### src/rtl/delta_event_queue.sv
// Timestamped delta-spike event queue: tags each spike with a free-running timestamp,
// buffers it in a first-word-fall-through FIFO and drops (and counts) events on overflow.
module delta_event_queue #(
    parameter int DEPTH  = 8,
    parameter int DATA_W = 8,
    parameter int TS_W   = 8,
    parameter int DROP_W = 8
) (
    input  logic                       clk,
    input  logic                       rst_n,
    input  logic                       spike_in,
    input  logic [DATA_W-1:0]          delta_in,
    input  logic                       ev_ready,
    output logic                       ev_valid,
    output logic [TS_W+DATA_W-1:0]     ev_data,
    output logic [$clog2(DEPTH):0]     level,
    output logic                       fifo_full,
    output logic [DROP_W-1:0]          drop_cnt
);
    localparam int PTR_W = $clog2(DEPTH);
    localparam int LVL_W = PTR_W + 1;
    localparam int EV_W  = TS_W + DATA_W;

    logic [TS_W-1:0]  ts;
    logic [PTR_W-1:0] rd_ptr;
    logic [PTR_W-1:0] wr_ptr;
    logic [EV_W-1:0]  mem [DEPTH];
    logic             push;
    logic             pop;
    logic             drop;

    assign fifo_full = (level == LVL_W'(DEPTH));
    assign ev_valid  = (level != '0);
    assign pop       = ev_valid && ev_ready;
    assign push      = spike_in && (!fifo_full || pop);
    assign drop      = spike_in && fifo_full && !pop;

    // Head is read straight from registered storage, so there is no path from spike_in to ev_data.
    assign ev_data   = ev_valid ? mem[rd_ptr] : '0;

    always_ff @(posedge clk) begin
        if (push) begin
            mem[wr_ptr] <= {ts, delta_in};
        end
    end

    always_ff @(posedge clk) begin
        if (!rst_n) begin
            ts       <= '0;
            rd_ptr   <= '0;
            wr_ptr   <= '0;
            level    <= '0;
            drop_cnt <= '0;
        end else begin
            ts <= ts + TS_W'(1);
            if (push) begin
                wr_ptr <= wr_ptr + PTR_W'(1);
            end
            if (pop) begin
                rd_ptr <= rd_ptr + PTR_W'(1);
            end
            case ({push, pop})
                2'b10:   level <= level + LVL_W'(1);
                2'b01:   level <= level - LVL_W'(1);
                default: level <= level;
            endcase
            if (drop && (drop_cnt != '1)) begin
                drop_cnt <= drop_cnt + DROP_W'(1);
            end
        end
    end
endmodule

### config.mk
export PLATFORM = sky130hd
export DESIGN_NAME = delta_event_queue
export DESIGN_NICKNAME = d
export VERILOG_FILES = /design/src/rtl/delta_event_queue.sv
export SDC_FILE = /design/constraint.sdc
export NUM_CORES = 1
export LEC_CHECK = 0
export CORE_AREA = 2 2 148 150
export CTS_CLUSTER_DIAMETER = 150
export DETAILED_ROUTE_END_ITERATION = 16
export DIE_AREA = 0 0 150 152
export SLEW_MARGIN = 5
export SYNTH_ARGS = -nofsm -noshare
export SYNTH_HDL_FRONTEND = slang
export SYNTH_SLANG_ARGS = --single-unit
### constraint.sdc
create_clock -name clk -period 6.7 [get_ports clk]
set_clock_uncertainty 0.05 [all_clocks]
set_input_delay 1.005 -clock clk [delete_from_list [all_inputs] [get_ports clk]]
set_output_delay 1.005 -clock clk [all_outputs]
set_load 0.01 [all_outputs]
==> flow_metrics.py, run 1 <==
metrics = {
    "outcome": {
        "outcome": "completed",
    },
    "global_routing": {
        "grt_pass1_vias": 3430,
        "grt_max_degree": 34,
        "grt-ovfl-total": 0,
        "grt_pass1_wl_mm": 18.9,
        "globalRouteTotalUtil_pct": 11.0,
        "antenna_found_initial": 0,
    },
    "critical_path": {
        "crit_path_end_kind": "primary output",
        "crit_path_start_kind": "flip-flop",
        "cp.required_ns": 5.64,
        "max_stage_delay_ns": 0.58,
        "crit_slowest_cell": "mux4_2",
        "critical_path_arrival_ns": 2.60,
        "crit_type": "reg2out",
        "cp_cell_sequence": "buf_4 -> mux4_2 -> mux2i_1 -> nor2_1 -> clkdlybuf4s50_1",
        "critPathMaxFanout": 32,
    },
    "synthesis": {
        "yosys_warnings": 0,
        "async_reset_ff_share_pct": 0,
        "syn_area_per_cell_um2": 17.5,
        "synthCells": 358,
        "synthesis.nets": 375,
        "synth-seq-area-share_pct": 70.5,
        "ys_ff_latch": 157,
        "synth_enable_flop_cells": 128,
        "synth_ff_type": "edfxtp_1",
        "synth.distinct_cells": 43,
        "synthesis.area_um2": 6280,
    },
    "cts": {
        "cts_tree": "done",
        "cts_root_buf": "clkbuf_16",
        "cts_hold_buf": 0,
        "cts.htree.levels": 4,
        "post_cts_resized": 0,
        "worstSkewPairLatency_ns": 0.42,
        "cts_sinks": 157,
        "path_clk_slew_ns": 0.06,
        "ctsLongestPathBuffers": 2,
        "numCtsBuffers": 17,
        "post_cts_buffers": 0,
    },
    "die": {
        "ios": 42,
        "core_area_um2": 21400,
        "die_x_um": 150,
        "die_y_um": 152,
        "dieArea_um2": 22800,
        "initial_core_util_pct": 29.4,
        "rows": 54,
    },
    "min_path": {
        "hold_class": "reg2reg",
    },
    "placement": {
        "place_area_um2": 7060,
        "numPortBuffers": 41,
        "gp_congestion": 0.708,
        "dp_hpwl_mm": 6.75,
    },
    "timing": {
        "worst_pin_slew_ns": 0.976,
        "layout_min_cycle_time_ns": 3.66,
        "setup_viol": 0,
        "finalHoldViolCount": 0,
        "slew_viol_final": 0,
        "fmax_mhz": 273,
        "min_period_over_period_pct": 54.6,
        "rsz0062_at_grt": "no",
        "relSlewSlack_pct": 34.7,
        "fin_tns_setup_ns": 0,
    },
    "final_layout": {
        "final_cell_mix": "128 x edfxtp_1, 41 x clkdlybuf4s50_1, 32 x mux4_2",
        "drive_gt1_share_pct": 19.1,
        "area_delta_synth_final_pct": 22.3,
        "final_common_cell": "edfxtp_1",
        "antennaDiodeCount": 0,
        "final_area_um2": 7670,
        "nets": 428,
    },
    "power": {
        "seqPwrFrac_pct": 46.0,
        "sw_frac_of_total_pct": 22.4,
        "cellPowerDensity_nw_per_um2": 313,
        "p_comb_share_pct": 12.4,
        "p_clk_share_pct": 41.6,
        "internal_power_uw": 1870,
        "leakage_uw": 0.00241,
        "p_switching_uw": 540,
        "vdd_ir_drop_max_uv": 187,
    },
    "detailed_routing": {
        "ant_nets": 0,
        "dr.pass1.iters": 4,
        "wl_per_cell_um": 16.7,
        "drt_iter0_drc": 175,
        "vias_per_cell": 4.66,
        "drt-total-wl_mm": 11.7,
        "num_vias": 3279,
        "drc": 0,
    },
    "flow_run": {
        "cap_violations": 0,
    },
}
-- final timing paths --
check	from	endpoint	slack, ns	cells after the start
hold reg to reg	wr_ptr[0]$_SDFFE_PN0P_	wr_ptr[0]$_SDFFE_PN0P_	0.46	2
setup reg to reg	level[0]$_SDFFE_PN0P_	level[2]$_SDFFE_PN0P_	4.10	11
setup / recovery	flip-flop	ev_data[10]	3.04	5
hold / removal	wr_ptr[0]$_SDFFE_PN0P_	wr_ptr[0]$_SDFFE_PN0P_	0.46	2
-- state kept, by name, summed over array words and instances (netlist names), named ones only --
name      cells
rd_ptr        3
wr_ptr        3
drop_cnt      8
ts            8
mem         128
level         4
-- through the flow --
step	hold WS (ns)	setup slack, ns	utilization (%)	std cells	total power (uW)
floorplan	0.417	3.59	-	358	1310
global placement	0.429	3.36	33.1	672	1430
detailed placement	0.450	3.37	33.1	672	1440
CTS	0.464	2.91	35.9	703	2440
global route	0.490	2.83	35.9	703	2500
finish	0.460	3.04	35.9	703	2410
-- cells by family after synthesis --
logic type,count (synthesis),synth area share (%)
compound gates,23,2.99
xor+xnor,12,1.67
fa+ha+maj,5,0.997
buf+inv,25,1.99
flops,157,70.5
mux,53,14.8
simple gates,83,7.02
-- cells in the mapped netlist, types with 2 or more instances --
cell type	instances	area share [%]
nor2b_1	5	0.50
nand2b_1	5	0.50
buf_2	3	0.24
xnor2_1	9	1.3
a221oi_1	2	0.28
inv_1	7	0.42
a21boi_0	3	0.36
o21ai_0	4	0.32
a21boi_1	3	0.36
mux4_2	32	11
or3_1	4	0.40
nand3_1	10	0.80
o31ai_1	2	0.24
nand4_1	3	0.30
xor2_1	3	0.42
and3_1	2	0.20
nand2_1	10	0.60
clkbuf_1	11	0.66
edfxtp_1	128	61
nor3_1	2	0.16
and2_1	12	1.2
buf_6	2	0.36
mux2i_1	21	3.3
nor2_1	23	1.4
ha_1	5	1.0
dfxtp_1	29	9.3
o41ai_1	2	0.28
-- layer usage --
layer	wire length, um	global-route usage (%)	share of wire, %	vias up
li1	-	-	-	1511
met1	5260	14.1	45	1682
met2	5730	17.8	49	72
met3	539	3.36	4.6	14
met4	195	3.77	1.7	0
met5	0	0	0	-
-- area by class of cell --
type	count	area [um^2]
Multi-Input combinational cell	176	1750
Sequential cell	157	4430
Clock buffer	18	429
Fill cell	2014	13700
Timing Repair Buffer	51	485
Clock inverter	13	189
Tap cell	280	350
Inverter	8	42.5
-- critical path: cells and delay by family, from the launching register on --
| family | cells | cell delay [ns] |
|---|---|---|
| buffers and inverters | 2 | 1.01 |
| flip-flops | 1 | 0.31 |
| multiplexers | 2 | 0.79 |
| AND/OR/NAND/NOR | 1 | 0.06 |
-- power groups by stage --
stage	Sequential, uW	Combinational, uW	Clock [uW]
after floorplan	1110	193	0
after global placement	1120	302	0
after detailed placement	1130	308	0
after CTS	1110	308	1020
after global routing	1110	331	1060
final	1110	299	1000
Note: power is estimated with default switching activity, not from simulation.
==> inputs of run 2 (changes only) <==
==> constraint.sdc (replaced) <==
create_clock -name clk -period 3.02 [get_ports clk]
set_clock_uncertainty 0.05 [all_clocks]
set_input_delay 0.453 -clock clk [delete_from_list [all_inputs] [get_ports clk]]
set_output_delay 0.453 -clock clk [all_outputs]
set_load 0.01 [all_outputs]
==> flow_metrics.py, run 2 (synthesized netlist as in run 1, its figures left out) <==
metrics = {
    "global_routing": {
        "grt-ovfl-total": 0,
        "grt_pass1_wl_mm": 18.8,
        "grt_max_degree": 33,
        "globalRouteTotalUtil_pct": 10.9,
        "grt_pass1_vias": 3481,
        "antenna_found_initial": 0,
    },
    "power": {
        "sw_frac_of_total_pct": 23.9,
        "seqPwrFrac_pct": 46.2,
        "p_clk_share_pct": 40.5,
        "p_switching_uw": 1260,
        "leakage_uw": 0.00245,
        "cellPowerDensity_nw_per_um2": 681,
        "vdd_ir_drop_max_uv": 461,
        "internal_power_uw": 4020,
        "p_comb_share_pct": 13.3,
    },
    "critical_path": {
        "crit_path_start_kind": "flip-flop",
        "critical_path_arrival_ns": 2.35,
        "critPathMaxFanout": 32,
        "r2r_slack_ns": 0.63,
        "crit_type": "reg2out",
        "crit_slowest_cell": "mux4_2",
        "critPathBufInv": 2,
        "cp_cell_sequence": "buf_12 -> mux4_2 -> mux2i_1 -> nor2_1 -> clkdlybuf4s50_1",
        "crit_path_end_kind": "primary output",
        "max_stage_delay_ns": 0.53,
        "cp.required_ns": 2.52,
        "critPathTopFamily": "multiplexers",
    },
    "placement": {
        "place_area_um2": 7140,
        "dp_hpwl_mm": 6.89,
        "gp_congestion": 0.735,
        "numPortBuffers": 41,
    },
    "die": {
        "die_y_um": 152,
        "ios": 42,
        "dieArea_um2": 22800,
        "initial_core_util_pct": 29.4,
        "rows": 54,
        "core_area_um2": 21400,
        "die_x_um": 150,
    },
    "detailed_routing": {
        "drt_iter0_drc": 209,
        "drc": 0,
        "dr.pass1.iters": 4,
        "num_vias": 3281,
        "vias_per_cell": 4.63,
        "drt-total-wl_mm": 11.7,
        "ant_nets": 0,
        "wl_per_cell_um": 16.5,
    },
    "timing": {
        "layout_min_cycle_time_ns": 2.85,
        "rsz0062_at_grt": "no",
        "setup_viol": 0,
        "worst_pin_slew_ns": 0.733,
        "fin_tns_setup_ns": 0,
        "slew_viol_final": 0,
        "relSlewSlack_pct": 51.0,
        "min_period_over_period_pct": 94.5,
        "finalHoldViolCount": 0,
        "fmax_mhz": 350,
    },
    "cts": {
        "path_clk_slew_ns": 0.06,
        "ctsLongestPathBuffers": 2,
        "post_cts_resized": 0,
        "numCtsBuffers": 17,
        "cts.htree.levels": 4,
        "cts_hold_buf": 0,
        "cts_tree": "done",
        "cts_root_buf": "clkbuf_16",
        "cts_sinks": 157,
        "post_cts_buffers": 0,
        "worstSkewPairLatency_ns": 0.42,
    },
    "flow_run": {
        "cap_violations": 0,
    },
    "final_layout": {
        "final_area_um2": 7750,
        "drive_gt1_share_pct": 20.3,
        "reg_top3": "mem (128), drop_cnt (8), ts (8)",
        "nets": 433,
        "antennaDiodeCount": 0,
        "largest_reg_flops": 128,
        "top_register": "mem",
        "area_delta_synth_final_pct": 23.4,
        "final_common_cell": "edfxtp_1",
        "final_cell_mix": "128 x edfxtp_1, 41 x clkdlybuf4s50_1, 32 x mux4_2",
    },
    "outcome": {
        "outcome": "completed",
    },
    "min_path": {
        "hold_class": "reg2reg",
    },
}
## run 2: per-layer routing
layer,vias up,global-route usage (%),routed length (um)
met1,1668,14.0,5230
met3,13,3.06,477
met5,-,0,0
li1,1526,-,-
met2,74,17.9,5900
met4,0,3.32,125
## run 2: power groups by stage
stage / Clock (uW) / Combinational, uW / Sequential [uW]
detailed placement: 0 / 719 / 2480
global placement: 0 / 710 / 2480
floorplan: 0 / 427 / 2470
finish: 2140 / 700 / 2440
global route: 2270 / 770 / 2450
CTS: 2190 / 718 / 2440
## run 2: worst min-delay path, delay by kind of cell (launching register included)
| kind | cells | cell delay, ns |
|---|---|---|
| AOI/OAI and AO/OA | 2 | 0.13 |
| DFF | 1 | 0.33 |
## run 2: worst paths after layout
check,cells past startpoint,start,end
max reg2reg,5,level[1]$_SDFFE_PN0P_,mem[6][8]$_DFFE_PP_
min,2,drop_cnt[5]$_SDFFE_PN0P_,drop_cnt[5]$_SDFFE_PN0P_
max,5,flip-flop,ev_data[14]
min reg2reg,2,drop_cnt[5]$_SDFFE_PN0P_,drop_cnt[5]$_SDFFE_PN0P_
## run 2: final cells by class
class	instances	area, um^2
clock inverters	15	184
repair buffers	56	573
multi-input cells	176	1750
inverters	8	42.5
clock buffers	17	425
fillers	2052	13600
well taps	280	350
flip-flops and latches	157	4430
## run 2: stage by stage
step	cells	total power (uW)	hold slack [ns]	setup slack [ns]	utilization, %
2_1_floorplan	358	2900	0.417	0.166	-
3_3_place_gp	677	3190	0.430	0.528	33.4
3_5_place_dp	677	3200	0.450	0.514	33.4
4_1_cts	709	5350	0.458	0.0793	36.3
5_1_grt	709	5480	0.483	0.0261	36.3
6_report	709	5280	0.458	0.166	36.3
